--- src/rtl/gsim_mtx_fetch_if.sv ---
// Bundle of the fetch engine's start/status, memory-read and word-stream
// signals. The master side is the fetch engine; the slave side is its
// environment (controller, matrix memory and solver).
interface gsim_mtx_fetch_if #(
  parameter int DATA_W = 256
);
  logic              i_start;
  logic [4:0]        i_mtx_idx;
  logic              o_busy;
  logic              o_done;
  logic              o_mem_rreq;
  logic [9:0]        o_mem_addr;
  logic              i_mem_rrdy;
  logic [DATA_W-1:0] i_mem_dout;
  logic              i_mem_dout_vld;
  logic              o_word_vld;
  logic [DATA_W-1:0] o_word_data;
  logic [4:0]        o_word_tag;
  logic              o_word_last;
  logic              i_word_rdy;

  modport master (
    input  i_start, i_mtx_idx, i_mem_rrdy, i_mem_dout, i_mem_dout_vld, i_word_rdy,
    output o_busy, o_done, o_mem_rreq, o_mem_addr,
           o_word_vld, o_word_data, o_word_tag, o_word_last
  );

  modport slave (
    output i_start, i_mtx_idx, i_mem_rrdy, i_mem_dout, i_mem_dout_vld, i_word_rdy,
    input  o_busy, o_done, o_mem_rreq, o_mem_addr,
           o_word_vld, o_word_data, o_word_tag, o_word_last
  );
endinterface

--- src/rtl/gsim_mtx_fetch.sv ---
// Matrix fetch engine for the Gauss-Seidel core: reads b then A rows 15..0
// of one matrix, buffers the returned words in a small FIFO and streams them
// to the solver tagged with their row index. Outstanding requests plus
// buffered words are bounded by DEPTH, so the FIFO can never overflow.
module gsim_mtx_fetch #(
  parameter int DEPTH  = 4,
  parameter int WORDS  = 17,
  parameter int DATA_W = 256
) (
  input logic i_clk,
  input logic i_reset,
  gsim_mtx_fetch_if.master bus
);

  localparam int PW = (DEPTH > 1) ? $clog2(DEPTH) : 1;
  localparam int CW = $clog2(DEPTH) + 2;
  localparam logic [4:0] LAST_IDX = 5'(WORDS - 1);

  typedef enum logic [1:0] {IDLE, ISSUE, DRAIN, DONE} state_t;

  state_t            state, state_nxt;
  logic [9:0]        base;
  logic [4:0]        issue_cnt;
  logic [4:0]        out_cnt;
  logic [CW-1:0]     outstanding;
  logic [CW-1:0]     fifo_cnt;
  logic [CW-1:0]     credits;
  logic [PW-1:0]     wr_ptr, rd_ptr;
  logic [DATA_W-1:0] fifo_mem [DEPTH];

  logic start_ok, rreq, accept, resp, word_vld, pop;

  // Matrix m starts at word 17m; 31*17+16 = 543 still fits in 10 bits.
  function automatic logic [9:0] mtx_base(input logic [4:0] idx);
    return {5'd0, idx} * 10'd17;
  endfunction

  assign credits  = outstanding + fifo_cnt;
  assign start_ok = (state == IDLE) && bus.i_start;
  assign rreq     = (state == ISSUE) && (credits < CW'(DEPTH));
  assign accept   = rreq && bus.i_mem_rrdy;
  // A response with nothing outstanding is stray (e.g. issued before a reset).
  assign resp     = bus.i_mem_dout_vld && (outstanding != '0);
  assign word_vld = (fifo_cnt != '0);
  assign pop      = word_vld && bus.i_word_rdy;

  // State register.
  always_ff @(posedge i_clk or posedge i_reset) begin
    if (i_reset) state <= IDLE;
    else         state <= state_nxt;
  end

  // Next-state decode: issue all words, then wait for the final pop.
  always_comb begin
    state_nxt = state;
    case (state)
      IDLE:    if (start_ok) state_nxt = ISSUE;
      ISSUE:   if (accept && (issue_cnt == LAST_IDX)) state_nxt = DRAIN;
      DRAIN:   if (pop && (out_cnt == LAST_IDX)) state_nxt = DONE;
      DONE:    state_nxt = IDLE;
      default: state_nxt = IDLE;
    endcase
  end

  // Control counters, credit accounting and FIFO pointers; simultaneous
  // accept/response/pop events net out in one update.
  always_ff @(posedge i_clk or posedge i_reset) begin
    if (i_reset) begin
      base        <= '0;
      issue_cnt   <= '0;
      out_cnt     <= '0;
      outstanding <= '0;
      fifo_cnt    <= '0;
      wr_ptr      <= '0;
      rd_ptr      <= '0;
    end else begin
      if (start_ok) begin
        base      <= mtx_base(bus.i_mtx_idx);
        issue_cnt <= '0;
        out_cnt   <= '0;
      end else begin
        if (accept) issue_cnt <= issue_cnt + 5'd1;
        if (pop)    out_cnt   <= out_cnt + 5'd1;
      end
      outstanding <= outstanding + CW'(accept) - CW'(resp);
      fifo_cnt    <= fifo_cnt + CW'(resp) - CW'(pop);
      if (resp) wr_ptr <= wr_ptr + PW'(1);
      if (pop)  rd_ptr <= rd_ptr + PW'(1);
    end
  end

  // FIFO storage; contents are don't-care until written.
  always_ff @(posedge i_clk) begin
    if (resp) fifo_mem[wr_ptr] <= bus.i_mem_dout;
  end

  assign bus.o_busy      = (state == ISSUE) || (state == DRAIN);
  assign bus.o_done      = (state == DONE);
  assign bus.o_mem_rreq  = rreq;
  assign bus.o_mem_addr  = (state == ISSUE) ? (base + 10'd16 - {5'd0, issue_cnt}) : '0;
  assign bus.o_word_vld  = word_vld;
  assign bus.o_word_data = word_vld ? fifo_mem[rd_ptr] : '0;
  assign bus.o_word_tag  = word_vld ? (LAST_IDX - out_cnt) : '0;
  assign bus.o_word_last = word_vld && (out_cnt == LAST_IDX);

endmodule
--- src/flat_wrapper.sv ---
// flat-port wrapper written by rule: the top's interface ports become plain ports
module gsim_mtx_fetch_flat 
#(
  parameter int DEPTH  = 4,
  parameter int WORDS  = 17,
  parameter int DATA_W = 256
)
  (i_clk, i_reset, bus_i_start, bus_i_mtx_idx, bus_i_mem_rrdy, bus_i_mem_dout, bus_i_mem_dout_vld, bus_i_word_rdy, bus_o_busy, bus_o_done, bus_o_mem_rreq, bus_o_mem_addr, bus_o_word_vld, bus_o_word_data, bus_o_word_tag, bus_o_word_last);
  gsim_mtx_fetch_if #(.DATA_W(DATA_W)) bus_i ();
  input logic i_clk;
  input logic i_reset;
  input wire logic [$bits(bus_i.i_start)-1:0] bus_i_start;
  input wire logic [$bits(bus_i.i_mtx_idx)-1:0] bus_i_mtx_idx;
  input wire logic [$bits(bus_i.i_mem_rrdy)-1:0] bus_i_mem_rrdy;
  input wire logic [$bits(bus_i.i_mem_dout)-1:0] bus_i_mem_dout;
  input wire logic [$bits(bus_i.i_mem_dout_vld)-1:0] bus_i_mem_dout_vld;
  input wire logic [$bits(bus_i.i_word_rdy)-1:0] bus_i_word_rdy;
  output wire logic [$bits(bus_i.o_busy)-1:0] bus_o_busy;
  output wire logic [$bits(bus_i.o_done)-1:0] bus_o_done;
  output wire logic [$bits(bus_i.o_mem_rreq)-1:0] bus_o_mem_rreq;
  output wire logic [$bits(bus_i.o_mem_addr)-1:0] bus_o_mem_addr;
  output wire logic [$bits(bus_i.o_word_vld)-1:0] bus_o_word_vld;
  output wire logic [$bits(bus_i.o_word_data)-1:0] bus_o_word_data;
  output wire logic [$bits(bus_i.o_word_tag)-1:0] bus_o_word_tag;
  output wire logic [$bits(bus_i.o_word_last)-1:0] bus_o_word_last;
  assign bus_i.i_start = bus_i_start;
  assign bus_i.i_mtx_idx = bus_i_mtx_idx;
  assign bus_i.i_mem_rrdy = bus_i_mem_rrdy;
  assign bus_i.i_mem_dout = bus_i_mem_dout;
  assign bus_i.i_mem_dout_vld = bus_i_mem_dout_vld;
  assign bus_i.i_word_rdy = bus_i_word_rdy;
  assign bus_o_busy = bus_i.o_busy;
  assign bus_o_done = bus_i.o_done;
  assign bus_o_mem_rreq = bus_i.o_mem_rreq;
  assign bus_o_mem_addr = bus_i.o_mem_addr;
  assign bus_o_word_vld = bus_i.o_word_vld;
  assign bus_o_word_data = bus_i.o_word_data;
  assign bus_o_word_tag = bus_i.o_word_tag;
  assign bus_o_word_last = bus_i.o_word_last;
  gsim_mtx_fetch #(.DEPTH(DEPTH), .WORDS(WORDS), .DATA_W(DATA_W)) u_core (.i_clk(i_clk), .i_reset(i_reset), .bus(bus_i));
endmodule
--- config.mk ---
export PLATFORM = sky130hd
export DESIGN_NAME = gsim_mtx_fetch_flat
export DESIGN_NICKNAME = d
export VERILOG_FILES = /design/src/rtl/gsim_mtx_fetch_if.sv /design/src/rtl/gsim_mtx_fetch.sv /design/src/flat_wrapper.sv
export SDC_FILE = /design/constraint.sdc
export NUM_CORES = 1
export LEC_CHECK = 0
export ABC_CLOCK_PERIOD_IN_PS = 13200
export BUFFER_PORTS_ARGS = -buffer_cell sky130_fd_sc_hd__buf_2
export CAP_MARGIN = 20
export CORE_MARGIN = 5
export CORE_UTILIZATION = 25
export DETAILED_ROUTE_END_ITERATION = 12
export PLACE_DENSITY = 0.51
export REMOVE_ABC_BUFFERS = 1
export SYNTH_ARGS = -nofsm -noshare
export SYNTH_HDL_FRONTEND = slang
export SYNTH_SLANG_ARGS = --single-unit
--- constraint.sdc ---
create_clock -name i_clk -period 13.2 [get_ports i_clk]
set_clock_uncertainty 0.05 [all_clocks]
set_input_delay 0 -clock i_clk [delete_from_list [all_inputs] [get_ports i_clk]]
set_output_delay 0 -clock i_clk [all_outputs]
set_load 0.03 [all_outputs]
==> run summary <==
================================================================================
Die area                                                            172,000 sq um
Maximum Capacitance Violations                                                 0
Mapped Avg Cell Area                                                  21.6 sq um
Die span in x                                                        415 microns
First-pass GRT wire length                                                158 mm
Category of the most critical setup path                            flop to primary output
Die span in y                                                        415 microns
Worst endpoint data arrival time                                         4.34 ns
Kind of start point of the critical path                                    flop
Placed wire-length estimate after detailed placement                     64.8 mm
Gate count after technology mapping                                        1,900
Final setup vio count                                                          0
Total placed instance area                                          46,300 sq um
Worst hold path type                                                input pin to flop
Async SR Flop Fraction                                                    0.0321
Number of remaining DRC errors                                                 0
Final-layout setup total negative slack                                     0 ns
Number of flip-flops and latches in the synthesized netlist                1,058
Count of final max-slew check failures                                         0
Number of library cell types mapped by synthesis                              44
Lkg Pwr                                                                  19.2 nW
Detailed Route Iter0 Violations                                            1,204
CP endpoint kind                                                    primary output
Largest area contributor in the synthesized netlist                     edfxtp_1
ANT nets after route                                                           0
Worst path required time                                                13.15 ns
Effective utilization at floorplan                                         0.252
Number of antenna violations at the first check in global routing             10
Synthesized area                                                    41,000 sq um
Via density per instance                                                    4.14
Main area contributors after synthesis                              edfxtp_1 (75%), mux4_2 (14%), and2_1 (4.1%), dfrtp_1 (2.1%), ha_1 (1.3%)
Top cells by instance count after synthesis                         edfxtp_1 (1,024), and2_1 (266), mux4_2 (256), clkbuf_1 (50), ha_1 (42)
Row count                                                                    148
Fraction of the cycle the final worst path needs                           0.332
Average wire length per cell after detail routing                   20.1 microns
Maximum frequency from static timing analysis                            228 MHz
Area of the placeable core                                          163,000 sq um
DRT Wirelength                                                            106 mm
Vias                                                                      21,900
Post-cts resize count                                                          0
Slew @ Worst Pin                                                         1.10 ns
Total global-route track usage                                             0.121
Top flip-flop cell by instance count after synthesis                    edfxtp_1
Total power of the final layout                                          12.9 mW
Setup repair after global routing missed its margin                           no
Buffer cell driving the clock tree root                                clkbuf_16
Maximum buffer depth of the clock tree                                         3
Largest net degree at the start of global routing                            111
Clock transition at the registers of the reported paths                  0.06 ns
Summed area of non-filler cells in the final layout                 55,100 sq um
Post-synth top area share                                                  0.750
Initial DRT Pass Iterations                                                    5
Area growth from synthesis to layout                                       34.3%
Run status                                                          complete, no violations
Seq/Total Area, Yosys                                                      0.771
Worst-path fanout max                                                         79
Inserted Clock Buffers                                                       116
Warning count from the yosys run                                               0
Number of H-tree branching levels                                              3
Most instantiated library cell after synthesis                          edfxtp_1
Worst IR drop on VDD                                                  0.000165 V
Rel. slew slack                                                            0.267
Clock network latency to the later pin of the worst-skew pair            0.71 ns
Total count of hold-check failures in the final report                         0
CTS tree                                                                   built
Buffers added on ports                                                       542
Via count of the first global-routing pass                                23,900
Cell Pwr Density                                                     235 nW/um^2
Tmin final                                                               4.39 ns
Fraction of final layout cells sized beyond drive strength 1               0.319
Final RePlAce weighted congestion                                          0.734
Count of flip-flops with a built-in enable after synthesis                 1,024
Congestion Overflow GR                                                         0
Net count reported at finish                                               3,311
Number of clock sinks                                                      1,058
I/O pin cnt                                                                  543
================================================================================
## metal layers
layer  up-vias  global-route usage  share of wire
li1       9873                   -              -
met1     11400               0.139           0.39
met2       456               0.224           0.55
met3       165              0.0254          0.040
met4         0              0.0380          0.030
met5         -                   0              0
## flip-flops by register name (all words and copies together), names as in the netlist, 4 cells and up
name	flops
u_core.issue_cnt	5
u_core.out_cnt	5
u_core.fifo_mem	1024
u_core.base	10
u_core.outstanding	4
u_core.fifo_cnt	4
## final timing paths
kind                                            start                       to  slack (ns)  cells after the start
worst min-delay path               bus_i_mem_dout[53]   u_core.fifo_mem[1][53]        0.06                      2
worst min register to register         u_core.base[8]           u_core.base[8]        0.48                      2
worst max register to register  u_core.outstanding[2]  u_core.fifo_mem[1][206]        8.90                      6
max in group asynchronous                     i_reset         u_core.rd_ptr[0]       12.24                      5
min in group asynchronous                     i_reset           u_core.base[9]        0.47                      5
worst max-delay path                 u_core.rd_ptr[0]     bus_o_word_data[116]        8.81                      5
## cells by family (layout without fill, tap and decap cells)
kind of cell,after synthesis,after routing,synth area share
other,0,9,0
AO/OA/AOI/OAI,36,36,0.00546
multiplexers,261,261,0.142
adder cells (fa/ha/maj),45,45,0.0143
flip-flops,1058,1058,0.771
AND/OR/NAND/NOR,347,347,0.0500
buffers and inverters,133,1331,0.0131
XOR/XNOR,20,20,0.00464
## cell usage in the layout, fill, tap and decap left out, drive strengths merged, types with 2 or more instances in the layout
| cell type | Yosys | final |
|---|---|---|
| edfxtp | 1024 | 1024 |
| xnor2 | 5 | 5 |
| mux2i | 4 | 4 |
| a31oi | 2 | 2 |
| inv | 41 | 48 |
| mux4 | 256 | 256 |
| fa | 3 | 3 |
| xor2 | 14 | 14 |
| nand3 | 7 | 7 |
| clkinv | 0 | 58 |
| nand4 | 2 | 2 |
| or4 | 2 | 2 |
| buf | 42 | 567 |
| a21oi | 8 | 8 |
| bufinv | 0 | 7 |
| dlygate4sd3 | 0 | 506 |
| a21o | 4 | 4 |
| dfrtp | 34 | 34 |
| nor2 | 18 | 18 |
| ha | 42 | 42 |
| and3 | 3 | 3 |
| diode | 0 | 9 |
| nand2b | 2 | 2 |
| nor2b | 5 | 5 |
| and2 | 266 | 266 |
| nand2 | 27 | 27 |
| nor3 | 8 | 8 |
| or3 | 4 | 4 |
| clkinvlp | 0 | 2 |
| clkbuf | 50 | 143 |
| o21ai | 14 | 14 |
## through the flow
| stage | hold slack [ns] | util | worst slack (ns) | instances |
|---|---|---|---|---|
| final | 0.0561 | 0.338 | 8.81 | 5282 |
| after global routing | 0.00550 | 0.338 | 8.34 | 5281 |
| after CTS | 0.000117 | 0.338 | 8.52 | 5271 |
| after detailed placement | 0.110 | 0.284 | 8.74 | 4550 |
| after global placement | 0.0984 | 0.284 | 8.77 | 4550 |
| after floorplan | 0.0489 | - | 2.37 | 1808 |
## report_power, final
part           total, mW  internal, mW  switching [mW]  leakage, nW
Sequential          4.67          4.44           0.229         9.81
Combinational       5.16          1.88            3.28         7.58
Clock               3.10          1.76            1.34         1.78
Total               12.9          8.09            4.84         19.2
## area by class of cell
| type | count | area, sq um |
|---|---|---|
| Timing Repair Buffer | 1073 | 8020 |
| Clock buffer | 143 | 3010 |
| Sequential cell | 1058 | 31600 |
| Tap cell | 2175 | 2720 |
| Antenna cell | 9 | 22.5 |
| Multi-Input combinational cell | 709 | 8880 |
| Inverter | 41 | 159 |
| Fill cell | 15800 | 108000 |
| Clock inverter | 74 | 647 |
## what timing repair did
item	CTS	global route
hold endpoints to repair	1083	5
setup endpoints to repair	0	0
setup buffers	0	0
hold buffers	504	2
## critical path, cell delays in order, from the launching register on
cell and delay, ns:
dfrtp_4 0.99, buf_12 0.47, buf_4 0.83, mux4_2 0.63, and2_1 0.17, buf_2 0.17
Power figures use the tool's default switching activity.
